<file path="config.mk">
export PLATFORM = sky130hd
export DESIGN_NAME = mem_cdb_arbiter
export DESIGN_NICKNAME = d
export VERILOG_FILES = /design/src/rtl/mem_cdb_arbiter.sv
export SDC_FILE = /design/constraint.sdc
export NUM_CORES = 1
export LEC_CHECK = 0
export ABC_AREA = 1
export CAP_MARGIN = 20
export CORE_MARGIN = 2
export CORE_UTILIZATION = 40
export DETAILED_ROUTE_END_ITERATION = 10
export SYNTH_ARGS = -nofsm -noshare
export SYNTH_HDL_FRONTEND = slang
export SYNTH_SLANG_ARGS = --single-unit
export TNS_END_PERCENT = 30
</file>
<file path="constraint.sdc">
create_clock -name clk -period 47.3 [get_ports clk]
set_input_delay 7.095 -clock clk [delete_from_list [all_inputs] [get_ports clk]]
set_output_delay 7.095 -clock clk [all_outputs]
set_load 0.01 [all_outputs]
</file>
<file path="src/rtl/mem_cdb_arbiter.sv">
// mem_cdb_arbiter: buffers fixed-latency MEM writebacks in a small FIFO and
// arbitrates one writeback per cycle (ALU by default, MEM when starving or
// when ALU is idle) onto a registered common data bus.
module mem_cdb_arbiter #(
    parameter int unsigned DEPTH     = 4,
    parameter int unsigned MAX_WAIT  = 3,
    parameter int unsigned AF_MARGIN = 2
) (
    input  logic         clk,
    input  logic         rst,

    input  logic         mem_valid,
    input  logic [2:0]   mem_warp_ID,
    input  logic [4:0]   mem_reg_addr,
    input  logic [7:0]   mem_mask,
    input  logic [255:0] mem_data,

    input  logic         alu_valid,
    input  logic [2:0]   alu_warp_ID,
    input  logic [4:0]   alu_reg_addr,
    input  logic [7:0]   alu_mask,
    input  logic [255:0] alu_data,

    output logic         alu_grant,
    output logic         mem_almost_full,
    output logic         mem_overflow,

    output logic         cdb_valid,
    output logic         cdb_src,
    output logic [2:0]   cdb_warp_ID,
    output logic [4:0]   cdb_reg_addr,
    output logic [7:0]   cdb_mask,
    output logic [255:0] cdb_data
);

    localparam int unsigned WARP_W   = 3;
    localparam int unsigned REG_W    = 5;
    localparam int unsigned MASK_W   = 8;
    localparam int unsigned DATA_W   = 256;
    localparam int unsigned PTR_W    = (DEPTH > 1) ? $clog2(DEPTH) : 1;
    localparam int unsigned CNT_W    = $clog2(DEPTH + 1);
    localparam int unsigned WAIT_W   = $clog2(MAX_WAIT + 1);
    localparam int unsigned AF_LEVEL = (AF_MARGIN >= DEPTH) ? 0 : (DEPTH - AF_MARGIN);

    localparam logic       SRC_ALU = 1'b0;
    localparam logic       SRC_MEM = 1'b1;

    typedef struct packed {
        logic [WARP_W-1:0] warp_id;
        logic [REG_W-1:0]  reg_addr;
        logic [MASK_W-1:0] mask;
        logic [DATA_W-1:0] data;
    } wb_t;

    // FIFO storage and bookkeeping
    wb_t               fifo_q [DEPTH];
    logic [PTR_W-1:0]  head_q;
    logic [PTR_W-1:0]  tail_q;
    logic [CNT_W-1:0]  count_q;
    logic [WAIT_W-1:0] wait_q;

    // Registered CDB payload
    wb_t               cdb_wb_q;

    // Combinational arbitration and next-state signals
    wb_t               mem_entry;
    wb_t               alu_entry;
    wb_t               head_entry;
    logic              mem_req;
    logic              wait_expired;
    logic              mem_win;
    logic              alu_win;
    logic              fifo_full;
    logic              push_ok;
    logic              push_drop;
    logic [PTR_W-1:0]  head_nxt;
    logic [PTR_W-1:0]  tail_nxt;
    logic [CNT_W-1:0]  count_nxt;
    logic [WAIT_W-1:0] wait_nxt;

    assign mem_entry  = '{warp_id: mem_warp_ID, reg_addr: mem_reg_addr,
                          mask: mem_mask, data: mem_data};
    assign alu_entry  = '{warp_id: alu_warp_ID, reg_addr: alu_reg_addr,
                          mask: alu_mask, data: alu_data};
    assign head_entry = fifo_q[head_q];

    // Arbitration: MEM wins when ALU is idle or the FIFO head has waited long enough
    always_comb begin
        mem_req      = (count_q != '0);
        wait_expired = (wait_q >= WAIT_W'(MAX_WAIT));
        mem_win      = 1'b0;
        alu_win      = 1'b0;
        if (mem_req && (wait_expired || !alu_valid)) begin
            mem_win = 1'b1;
        end else if (alu_valid) begin
            alu_win = 1'b1;
        end
    end

    assign alu_grant = alu_win;

    // FIFO push/pop, occupancy and starvation counter next-state
    always_comb begin
        fifo_full = (count_q == CNT_W'(DEPTH));
        push_ok   = mem_valid && (!fifo_full || mem_win);
        push_drop = mem_valid && !push_ok;
        head_nxt  = head_q;
        tail_nxt  = tail_q;
        count_nxt = count_q;
        wait_nxt  = wait_q;

        if (mem_win) begin
            head_nxt = head_q + PTR_W'(1);
        end
        if (push_ok) begin
            tail_nxt = tail_q + PTR_W'(1);
        end

        case ({push_ok, mem_win})
            2'b10:   count_nxt = count_q + CNT_W'(1);
            2'b01:   count_nxt = count_q - CNT_W'(1);
            default: count_nxt = count_q;
        endcase

        if (mem_win || !mem_req) begin
            wait_nxt = '0;
        end else if (alu_win && !wait_expired) begin
            wait_nxt = wait_q + WAIT_W'(1);
        end
    end

    // FIFO payload storage; contents are only meaningful between head and tail
    always_ff @(posedge clk) begin
        if (push_ok) begin
            fifo_q[tail_q] <= mem_entry;
        end
    end

    // Control state: pointers, count, wait counter, throttle and sticky overflow
    always_ff @(posedge clk) begin
        if (rst) begin
            head_q          <= '0;
            tail_q          <= '0;
            count_q         <= '0;
            wait_q          <= '0;
            mem_almost_full <= 1'b0;
            mem_overflow    <= 1'b0;
        end else begin
            head_q          <= head_nxt;
            tail_q          <= tail_nxt;
            count_q         <= count_nxt;
            wait_q          <= wait_nxt;
            mem_almost_full <= (count_nxt >= CNT_W'(AF_LEVEL));
            if (push_drop) begin
                mem_overflow <= 1'b1;
            end
        end
    end

    // CDB register: load the winner, otherwise drop the strobe and hold the fields
    always_ff @(posedge clk) begin
        if (rst) begin
            cdb_valid <= 1'b0;
            cdb_src   <= 1'b0;
            cdb_wb_q  <= '0;
        end else begin
            cdb_valid <= mem_win || alu_win;
            if (mem_win) begin
                cdb_src  <= SRC_MEM;
                cdb_wb_q <= head_entry;
            end else if (alu_win) begin
                cdb_src  <= SRC_ALU;
                cdb_wb_q <= alu_entry;
            end
        end
    end

    assign cdb_warp_ID  = cdb_wb_q.warp_id;
    assign cdb_reg_addr = cdb_wb_q.reg_addr;
    assign cdb_mask     = cdb_wb_q.mask;
    assign cdb_data     = cdb_wb_q.data;

endmodule

</file>
Word level (Yosys, flattened, before mapping)
Memory sizes are Yosys's and may differ from the RTL's. A register that Yosys moved wholly into a read port is not among the register bits.
Index checks and enable logic that the tools add are counted.
- bits in registers: 285
- bits in writable memories: 1088
- input port bits: 548
- word-level logic and storage cells: 51
- memories: 1
- memories (name ; depth ; width ; rd ports ; clocked after Yosys merged registers in ; wr ports ; line ; source):
    fifo_q ; 4 ; 272 ; 1 ; 1 ; 1 ; 56 ; wb_t fifo_q [DEPTH];
- $add $sub $neg: 5
- order comparisons: 2
- equality and inequality tests: 3
- mux-type cells: 12
- reductions and logical operators: 16
- operators by type and width (cell ; number):
    $mux W272 ; 2
    $mux W1 ; 7
    $add A2 B1 Y2 const B ; 3
    $pmux W3 S2 ; 1
    $logic_not A1 Y1 ; 5
    $logic_and A1 B1 Y1 ; 4
    $logic_or A1 B1 Y1 ; 4
    $mux W2 ; 2
    $add A3 B1 Y3 const B ; 1
    $eq A3 B3 Y1 const B ; 1
    $ge A3 B2 Y1 const B ; 1
    $reduce_bool A3 Y1 ; 1
    $sub A3 B1 Y3 const B ; 1
    $eq A2 B1 Y1 const B ; 1
    $eq A2 B2 Y1 const B ; 1
    $ge A2 B2 Y1 const B ; 1
    $reduce_bool A2 Y1 ; 1
    $reduce_or A2 Y1 ; 1

Logic depth before layout (Yosys ltp)
- depth in word-level cells: 9
- mapped depth: 15

Least setup slack after synthesis
OpenSTA, ideal clock, no wires.
- path type: input port to flip-flop
- from: input alu_valid
- to: memory fifo_q[0][0] (netlist name) (enable)
- library setup time: 912 ps
- data arrival time: 18747 ps
- data required time: 46388 ps
- path slack: 27641 ps
- stages: 3
- path buffers: 0
- path through: nand2_1 -> o21ai_1 -> nor2_1
- cells in the longest elaborated chain, start to end: 8
- ends and longest elaborated chain (element ; line ; source):
    start: declaration ; 18 ; input logic alu_valid,
    $logic_not A1 Y1 ; 93 ; if (mem_req && (wait_expired || !alu_valid)) begin
    $logic_or A1 B1 Y1 ; 93 ;
    $logic_and A1 B1 Y1 ; 93 ;
    $mux W1 ; 93 ;
    $logic_or A1 B1 Y1 ; 105 ; push_ok = mem_valid && (!fifo_full || mem_win);
    $logic_and A1 B1 Y1 ; 105 ;
    $mux W1 ; 134 ; if (push_ok) begin
    $mux W1 (not written as such) ; 135 ; fifo_q[tail_q] <= mem_entry;
    end: declaration ; 56 ;
No other way between the ends.

Worst setup path in the final report
- from: input alu_valid
- to: output alu_grant
- cells in the longest elaborated chain, start to end: 4
- elaborated cells between the ends (all ways): 5
- classes of those cells: mux (2); reduce/logical (3)
- ends and longest elaborated chain (element ; line ; source):
    $logic_not A1 Y1 ; 93 ;
    $logic_or A1 B1 Y1 ; 93 ;
    $logic_and A1 B1 Y1 ; 93 ;
    $mux W1 * ; 93 ;
    end: declaration ; 24 ; output logic alu_grant,
Every way passes the cells marked *; elsewhere a longest branch is shown, timed or not.

==> flow_summary.yaml <==
pwr:
  p_leak_nw: 23.7
  peakVddDrop_v: 0.0000285
  total_power_mw: 3.25
  p_per_area_nw_per_um2: 48.0
route:
  wirelength_um: 146000
  drcViolationCount: 0
  drt_pass1_iterations: 6
  vias: 37594
  postRouteAntennaNets: 0
  drt_iter0_markers: 2657
  wl_per_cell_um: 19.7
  via_per_inst: 5.08
placed_design:
  gp_congestion: 0.818
  dpl_worst_slack_ns: 31.17
  placed_area_um2: 62800
  post-dp-hpwl_um: 88600
  port_buffers: 824
  placed_cells: 7091
grt:
  met1_usage_pct: 26.5
  grt_pass1_wl_um: 218000
  grt_pass1_vias: 35980
  antenna_found_initial: 62
  met2_usage_pct: 34.3
  grtUsageMet3_pct: 5.50
  gr-total-overflow: 0
  grt_max_degree: 195
  top_usage_layer: "met2"
  track_usage_pct: 20.9
cells_and_area:
  fin_cells: 7400
  area_growth_pct: 27.0
  finish.instance_area_um2: 67800
  final_nets: 6029
  drive_gt1_share_pct: 5.00
  final_util_pct: 51.0
clocking:
  cts-resized-gates: 0
  clock_latency_ns: 0.78
  cts.sinks: 1375
  cts_buffers: 150
  htree_levels: 4
  post-cts-setup-buffers: 0
  cts-root-buf: "clkbuf_16"
  clockBufferDepth: 3
  cts_hold_buf: 0
  tritoncts: "yes"
  cts.clk_slew.worst_paths_ns: 0.06
synth:
  synth_cell_types: 26
  yosysMostFrequentCell: "nor2_1"
  synth_seq_cells: 1375
  synthFlopType: "edfxtp_1"
  yosys.area.top_type: "edfxtp_1"
  syn-num-nets: 5336
  async_reset_ff_share_pct: 0
  avgSynthCellArea_um2: 11.2
  yosysTopAreaCellShare_pct: 61.2
  yosys_warnings: 0
  synthTopCellsByCount: "nor2_1, edfxtp_1, nand2_1"
  ys_top_cells_by_area: "edfxtp_1, dfxtp_1, nor2_1"
  ys_seq_area_share_pct: 71.9
  synth-edff-count: 1088
  synth.cell_area_um2: 53400
  synth_cells: 4782
flow_run:
  cap_violations: 0
sta:
  finalHoldViolCount: 0
  slew_viol_final: 0
  holdWs_ns: 0.421
  fin_ws_ns: 31.18
  min_period_ns: 16.12
  max_freq_ghz: 0.0620
  setup_viol: 0
  rsz0062_at_grt: "false"
  worst_slew_pin_slew_ns: 1.10
  fin_crit_sh_pct: 34.1
  slew_headroom_pct: 26.6
  tns_ns: 0
  finalClockSkew_ns: 0.0451
run_status:
  outcome: "complete, no violations"
floorplanning:
  die_area_um2: 136000
  fp.dieH_um: 369
  start_util_pct: 40.2
  core_area_um2: 133000
  core.rowCount: 134
  io_pins: 825
  die_x_um: 369
setup_path:
  cp_data_arrival_time_ns: 9.02
  rr_worst_depth: 9
  worst_setup_path_end_kind: "output pin"
  path_class: "in -> out"
  cp.required_ns: 40.20
  cp-start-kind: "primary input"
  cp_max_fo: 48
worst_hold_path:
  min-delay-path-class: "reg -> reg"
  hold_depth: 1
[cells in the final DEF (no fill, tap or decap), drive strengths merged]
cell type,n
diode,28
a31oi,272
clkdlybuf4s50,823
edfxtp,1088
fa,1
buf,50
a21oi,7
clkbuf,213
nor2,1098
dfxtp,287
nand3,280
clkinvlp,1
ha,5
nand4,1
o21bai,1
nor3,1
o21ai,549
inv,31
and3,1
clkinv,48
nand2,835
bufinv,12
[area by class of cell]
cell class,count,area (um2)
multi-input combinational,3051,13300
timing repair buffer,873,8680
fill,11646,65200
clock buffer,213,4100
sequential,1375,38400
tap,1768,2210
clock inverter,68,866
inverter,24,129
antenna,28,70.1
[sequential cells by signal, summed over array words and instances (netlist names), named ones only]
register         cells
fifo_q            1088
cdb_reg_addr         5
mem_overflow         1
cdb_warp_ID          3
wait_q               2
cdb_data           256
tail_q               2
mem_almost_full      1
head_q               2
cdb_mask             8
cdb_src              1
count_q              3
cdb_valid            1
[critical path: stages]
cell and delay (ns):
clkdlybuf4s50_1 0.53, nand2_1 0.24, nand2_8 0.29, inv_8 0.15, nor2_1 0.14, clkdlybuf4s50_1 0.55
[cells by family (layout without fill, tap and decap cells)]
kind of cell / count (synthesis) / after routing / synth area share (%)
adders and majority gates: 6 / 6 / 0.155
AOI/OAI and AO/OA: 829 / 829 / 8.41
buffers and inverters: 356 / 1178 / 3.24
other: 0 / 28 / 0
DFF: 1375 / 1375 / 71.9
and+or+nand+nor: 2216 / 2216 / 16.3
[worst paths after layout]
check,startpoint,end,slack [ns]
max,alu_valid,alu_grant,31.18
min,wait_q[0]$_SDFFE_PP0P_,wait_q[0]$_SDFFE_PP0P_,0.42
max reg2reg,wait_q[0]$_SDFFE_PP0P_,fifo_q[0][197]$_DFFE_PP_,42.57
min reg2reg,wait_q[0]$_SDFFE_PP0P_,wait_q[0]$_SDFFE_PP0P_,0.42
[metal layers]
layer / vias up / part of all wire, %
met5: - / 0.29
met4: 64 / 2.8
met3: 272 / 6.7
met2: 1077 / 49
met1: 18085 / 42
li1: 18096 / -
[report_power, final]
part / internal [mW] / total (mW) / switching, mW
clock network: 0.679 / 1.16 / 0.486
logic: 0.243 / 0.634 / 0.391
registers: 1.41 / 1.46 / 0.0457
(Power assumes the default switching activity.)
